--- src/rtl/vga_timing_gen.sv ---
// Raster timing generator for 640x480@60: pixel divider, h/v counters, blank, syncs.
// Latency: pos/blank/pix_tick/frame_start registered together; hsync/vsync one clk later.
// Backpressure: none; free-running from reset.
module vga_timing_gen #(
    parameter int H_VISIBLE = 640,
    parameter int H_FRONT   = 16,
    parameter int H_SYNC    = 96,
    parameter int H_BACK    = 48,
    parameter int V_VISIBLE = 480,
    parameter int V_FRONT   = 10,
    parameter int V_SYNC    = 2,
    parameter int V_BACK    = 33,
    parameter int SYNC_POL  = 0,
    parameter int CLK_DIV   = 1
) (
    input  logic       clk,
    input  logic       reset,
    output logic [9:0] pos_h,
    output logic [9:0] pos_v,
    output logic       blank,
    output logic       hsync,
    output logic       vsync,
    output logic       pix_tick,
    output logic       frame_start
);

    localparam int H_TOTAL = H_VISIBLE + H_FRONT + H_SYNC + H_BACK;
    localparam int V_TOTAL = V_VISIBLE + V_FRONT + V_SYNC + V_BACK;
    localparam int DIV_W   = (CLK_DIV > 1) ? $clog2(CLK_DIV) : 1;

    generate
        if (H_TOTAL > 1024 || V_TOTAL > 1024 || CLK_DIV < 1) begin : g_param_check
            $error("vga_timing_gen: totals must be <= 1024 and CLK_DIV >= 1");
        end
    endgenerate

    // Bounds kept 11 bits wide so a total of exactly 1024 still compares correctly.
    localparam logic [DIV_W-1:0] DIV_LAST = DIV_W'(CLK_DIV - 1);
    localparam logic [10:0] H_LAST = 11'(H_TOTAL - 1);
    localparam logic [10:0] V_LAST = 11'(V_TOTAL - 1);
    localparam logic [10:0] H_VIS  = 11'(H_VISIBLE);
    localparam logic [10:0] V_VIS  = 11'(V_VISIBLE);
    localparam logic [10:0] HS_ON  = 11'(H_VISIBLE + H_FRONT);
    localparam logic [10:0] HS_OFF = 11'(H_VISIBLE + H_FRONT + H_SYNC);
    localparam logic [10:0] VS_ON  = 11'(V_VISIBLE + V_FRONT);
    localparam logic [10:0] VS_OFF = 11'(V_VISIBLE + V_FRONT + V_SYNC);
    localparam logic        SYNC_ACT = (SYNC_POL != 0);

    logic [DIV_W-1:0] div_cnt;
    logic             tick;
    logic             h_wrap;
    logic             v_wrap;
    logic [9:0]       h_nxt;
    logic [9:0]       v_nxt;
    logic             blank_nxt;
    logic             hs_raw;
    logic             vs_raw;

    always_comb begin
        tick   = (div_cnt == DIV_LAST);
        h_wrap = ({1'b0, pos_h} == H_LAST);
        v_wrap = ({1'b0, pos_v} == V_LAST);
        h_nxt  = pos_h;
        v_nxt  = pos_v;
        if (tick) begin
            if (h_wrap) begin
                h_nxt = '0;
                v_nxt = v_wrap ? 10'd0 : pos_v + 10'd1;
            end else begin
                h_nxt = pos_h + 10'd1;
            end
        end
        blank_nxt = ({1'b0, h_nxt} >= H_VIS) || ({1'b0, v_nxt} >= V_VIS);
        // Sync windows decode the current position; the register below adds the lag.
        hs_raw = ({1'b0, pos_h} >= HS_ON) && ({1'b0, pos_h} < HS_OFF);
        vs_raw = ({1'b0, pos_v} >= VS_ON) && ({1'b0, pos_v} < VS_OFF);
    end

    always_ff @(posedge clk) begin
        if (reset) begin
            div_cnt     <= '0;
            pos_h       <= '0;
            pos_v       <= '0;
            blank       <= 1'b0;
            pix_tick    <= 1'b0;
            frame_start <= 1'b0;
            hsync       <= ~SYNC_ACT;
            vsync       <= ~SYNC_ACT;
        end else begin
            div_cnt     <= tick ? '0 : div_cnt + DIV_W'(1);
            pos_h       <= h_nxt;
            pos_v       <= v_nxt;
            blank       <= blank_nxt;
            pix_tick    <= tick;
            frame_start <= tick && h_wrap && v_wrap;
            hsync       <= hs_raw ? SYNC_ACT : ~SYNC_ACT;
            vsync       <= vs_raw ? SYNC_ACT : ~SYNC_ACT;
        end
    end

endmodule

--- config.mk ---
export PLATFORM = sky130hd
export DESIGN_NAME = vga_timing_gen
export DESIGN_NICKNAME = d
export VERILOG_FILES = /design/src/rtl/vga_timing_gen.sv
export SDC_FILE = /design/constraint.sdc
export NUM_CORES = 1
export LEC_CHECK = 0
export BUFFER_PORTS_ARGS = -buffer_cell sky130_fd_sc_hd__buf_2
export CAP_MARGIN = 15
export CELL_PAD_IN_SITES_DETAIL_PLACEMENT = 0
export CELL_PAD_IN_SITES_GLOBAL_PLACEMENT = 2
export CORE_MARGIN = 2
export CORE_UTILIZATION = 32
export DETAILED_ROUTE_END_ITERATION = 10
export PLACE_DENSITY_LB_ADDON = 0.1
export SLEW_MARGIN = 20
export SYNTH_ARGS = -nofsm -noshare
export SYNTH_HDL_FRONTEND = slang
export SYNTH_SLANG_ARGS = --single-unit
--- constraint.sdc ---
create_clock -name clk -period 2.1 [get_ports clk]
set_input_delay 0.105 -clock clk [delete_from_list [all_inputs] [get_ports clk]]
set_output_delay 0.105 -clock clk [all_outputs]
set_load 0.03 [all_outputs]
## After elaboration in Yosys (flattened, before gate mapping)

Cells that the tools add are included.

- Input bits: 2
- Bits in registers: 26
- Logic and storage cells: 33
- Output and inout bits: 25

- Mux-type cells: 7
- Add/subtract/negate cells: 3
- Bitwise operators: 1
- Equal/unequal tests: 2
- Reductions and logical operators: 6
- $lt $le $gt $ge: 6

Operators with widths:

| cell | number |
|---|---|
| $mux W10 | 5 |
| $add A10 B1 Y10 const B | 2 |
| $eq A10 B10 Y1 const B | 2 |
| $ge A10 B10 Y1 const B | 2 |
| $ge A10 B9 Y1 const B | 2 |
| $lt A10 B10 Y1 const B | 1 |
| $lt A10 B9 Y1 const B | 1 |
| $logic_and A1 B1 Y1 | 4 |
| $mux W1 | 2 |
| $reduce_or A2 Y1 | 1 |
| $add A1 B1 Y1 const B | 1 |
| $logic_or A1 B1 Y1 | 1 |
| $not A1 Y1 | 1 |

## Longest topological paths before layout

- Word-level depth: 6
- Depth in mapped cells: 7
- Mapped depth without buffers: 7

## Worst setup path before layout

No wires, ideal clock.

- Kind: reg2reg
- From: reg pos_h[1]
- To: reg blank
- Required time: 1.972 ns
- Slack: 0.228 ns
- Period minus slack after synthesis: 1.872 ns
- Cell stages (with the launch flop): 8
- Path buffers: 1
- Library setup time: 0.128 ns
- Arrival time: 1.744 ns
- Cell sequence: dfxtp_1 > ha_1 > nor3b_1 > and3_4 > buf_6 > nand4_4 > xor2_1 > o221ai_2

- Word-level cells in the longest chain between the ends: 5
- Elaborated cells on any way between the ends: 9
- Classes of those cells: 1 x add/sub; 2 x order compare; 1 x eq/ne; 4 x mux; 1 x reduce/logical

Ends and longest elaborated chain:

| element | line | RTL |
|---|---|---|
| from (decl) | 18 | `output logic [9:0] pos_h,` |
| from (signal assigned) | 91 | `pos_h <= h_nxt;` |
| $add A10 B1 Y10 / $eq A10 B10 Y1 (equally long branches) | 70, 61 |  |
| $mux W10 | 66 | `if (h_wrap) begin` |
| $mux W10 | 65 | `if (tick) begin` |
| $ge A10 B10 Y1 / $ge A10 B9 Y1 (equally long branches) | 73 | `blank_nxt = ({1'b0, h_nxt} >= H_VIS) \|\| ({1'b0, v_nxt} >= V_VIS);` |
| $logic_or A1 B1 Y1 * | 73 |  |
| to (signal assigned) | 93 | `blank <= blank_nxt;` |
| to (decl) | 20 | `output logic blank,` |

Mark *: on every way between the ends. The rest lies on a longest branch, timed or not.
A chain may end at the register's enable or synchronous reset.

## Worst setup path in the final report

Same ends and word-level chain as after synthesis.

==> flow_summary.json <==
{
  "place.port_buffers": 26,
  "setup_fix_bufs_post_cts": 0,
  "syn-cell-area_um2": 1380,
  "grt_antenna_before_repair": 0,
  "clk-insertion-delay-late_ns": 0.27,
  "dieWidth_um": 69.6,
  "nFillCells": 440,
  "maxClockFrequency_mhz": 534,
  "clk_root_buffer_cell": "clkbuf_8",
  "fin_crit_sh_pct": 89.2,
  "num_cts_buffers": 3,
  "final-hold-violation-count": 0,
  "grt_start_max_net_pins": 15,
  "total_of_flip_flops_plus_latches_after_synthesis": 26,
  "cts.htree.levels": 1,
  "leakage_nw": 0.674,
  "detailedPlacementHpwl_um": 2410,
  "synth_enable_flop_cells": 0,
  "drt_drc_violations_left": 0,
  "cts_sinks": 26,
  "worst_setup_path_start_kind": "flop",
  "worstPathRequired_ns": 2.26,
  "postLayoutCoreUtil_pct": 39.9,
  "final_layout_size_suffix_gt1_share_pct": 23.8,
  "remaining_overflow_grt": 0,
  "cap_violations": 0,
  "finalWeightedCongestion": 0.749,
  "period_minus_slack_ns": 1.87,
  "setup.worst_path.class": "reg -> reg",
  "tns_ns": 0,
  "insertedDiodeCount": 0,
  "cts.clk_slew.worst_paths_ns": 0.09,
  "sequential_fraction_of_the_synthesis_area_pct": 37.9,
  "max-vdd-ir-drop_mv": 0.291,
  "power.density_nw_per_um2": 546,
  "status": "finished, final reports clean",
  "endpoint_kind": "flop",
  "hold_path_class": "in -> reg",
  "synth_cell_types": 45,
  "coreArea_um2": 4060,
  "area_growth_syn_to_layout_pct": 17.7,
  "synthesis_warning_total": 0,
  "postCtsHoldBufs": 0,
  "dieHeight_um": 69.6,
  "postRouteAntennaNets": 0,
  "synth.net_count": 158,
  "synth-async-reset-ratio_pct": 0,
  "drt-wirelength-per-cell_um": 14.0,
  "dieArea_um2": 4840,
  "first_pass_iters": 4,
  "avgViaCountPerCell": 5.03,
  "finalMaxSlewViolations": 0,
  "worst-endpoint-arrival_ns": 2.04,
  "io-pin-count": 27,
  "rsz0062_at_grt": "false",
  "initial_utilization_pct": 33.9,
  "grt_first_pass_wirelength_um": 5520,
  "cts_max_path_buffers": 2,
  "final.setup_skew_ns": 0.00502,
  "whs_ns": 0.145,
  "floorplan_row_count": 23,
  "tritoncts": "yes",
  "route.final.wire_length_um": 3230,
  "detailedRoute.firstIterationViolations": 56,
  "ys.flop_type": "dfxtp_1",
  "cts.repair.resized": 0,
  "post_synth_inst_count": 151,
  "syn-mean-instance-area_um2": 9.11,
  "globalRouteTotalUtil_pct": 14.0,
  "critical_path_peak_fanout": 12,
  "routed-via-count": 1163,
  "setup_viol_count_final": 0,
  "via_count_of_the_first_global_routing_pass": 1146,
  "finish.net_count": 189
}
-- per-layer routing --
| layer | track usage, % | up-vias | share of wire (%) |
|---|---|---|---|
| met4 | 3.92 | 0 | 1.0 |
| met2 | 21.5 | 24 | 44 |
| met3 | 3.63 | 4 | 3.8 |
| li1 | - | 585 | - |
| met5 | 0 | - | 0 |
| met1 | 19.3 | 550 | 51 |
-- kinds of logic (layout without fill, tap and decap cells) --
family | Yosys count | count (layout) | synth area share, %
and+or+nand+nor | 78 | 78 | 32.8
AOI/OAI and AO/OA | 15 | 15 | 10.0
other | 1 | 1 | 0.273
xor gates and xnor gates | 15 | 15 | 9.55
muxes | 2 | 2 | 1.46
DFF | 26 | 26 | 37.9
buffers and inverters | 9 | 39 | 3.55
adders and majority gates | 5 | 5 | 4.55
-- sequential cells by signal, summed over array words and instances (netlist names) --
register,flops
pos_h,10
pos_v,10
blank,1
div_cnt,1
frame_start,1
hsync,1
pix_tick,1
vsync,1
-- power breakdown --
| part | leakage (nW) | switching, mW | internal, mW |
|---|---|---|---|
| clock network | 0.0288 | 0.165 | 0.168 |
| registers | 0.211 | 0.00784 | 0.498 |
| logic | 0.435 | 0.0298 | 0.0156 |
-- metrics by stage --
step           worst slack [ns]  cells  instance area [um^2]  power, mW
6_report                  0.226    231                  1620      0.884
4_1_cts                   0.162    231                  1620      0.904
2_1_floorplan             0.228    151                  1380      0.551
3_5_place_dp              0.169    227                  1560      0.564
3_3_place_gp              0.259    227                  1560      0.563
5_1_grt                  0.0241    231                  1620      0.922
-- final cells by class --
cell class                      count  area [um^2]  area share (%)
Multi-Input combinational cell    116          806            49.8
Sequential cell                    26          520            32.1
Timing Repair Buffer               29          153            9.43
Tap cell                           50         62.6            3.86
Clock buffer                        4         55.1            3.40
Inverter                            6         22.5            1.39
-- path summary, 6_finish.rpt --
path,startpoint,to,slack (ns),depth (start not counted)
worst max register to register,pos_h[1]$_SDFF_PP0_,blank$_SDFF_PP0_,0.23,6
worst max-delay path,pos_h[1]$_SDFF_PP0_,blank$_SDFF_PP0_,0.23,6
worst min-delay path,reset,pix_tick$_SDFF_PP0_,0.14,2
worst min register to register,div_cnt$_SDFF_PP0_,pix_tick$_SDFF_PP0_,0.55,1
-- synthesized netlist by cell type (2+ instances only) --
| library cell | number | area [um^2] |
|---|---|---|
| nor3b_1 | 2 | 15.0 |
| mux2i_1 | 2 | 20.0 |
| buf_6 | 2 | 22.5 |
| nor3_1 | 4 | 20.0 |
| nor2b_1 | 2 | 12.5 |
| and3_1 | 2 | 12.5 |
| nor3_4 | 2 | 32.5 |
| nand2b_1 | 2 | 12.5 |
| ha_1 | 5 | 62.6 |
| nand4b_1 | 2 | 17.5 |
| nand3_1 | 7 | 35.0 |
| nand4_1 | 4 | 25.0 |
| nand2_1 | 11 | 41.3 |
| nor4_1 | 3 | 18.8 |
| inv_1 | 6 | 22.5 |
| nor2_1 | 25 | 93.8 |
| nor4b_1 | 2 | 17.5 |
| xnor2_1 | 7 | 61.3 |
| dfxtp_1 | 26 | 521 |
| xor2_1 | 8 | 70.1 |
| o31a_1 | 3 | 26.3 |
-- worst max-delay path, cell delays in order (launching register included) --
cell	delay, ns
dfxtp_1	0.44
ha_1	0.22
nor3b_1	0.25
and3_4	0.33
inv_1	0.12
o21bai_4	0.26
o221ai_2	0.14
-- cell usage in the layout (no fill, tap or decap), drive strengths merged, types with 2 or more instances in the layout --
cell	netlist	routed
buf	2	29
dfxtp	26	26
nor2	25	25
nand2	11	11
xor2	8	8
xnor2	7	7
nand3	7	7
nor3	7	7
inv	6	6
ha	5	5
nand4	5	5
clkbuf	1	4
and3	4	4
nor4	3	3
o31a	3	3
nor3b	2	2
mux2i	2	2
nor2b	2	2
nand2b	2	2
nand4b	2	2
nor4b	2	2
o21bai	2	2
and2	2	2
Note: power is estimated with default switching activity, not from simulation.
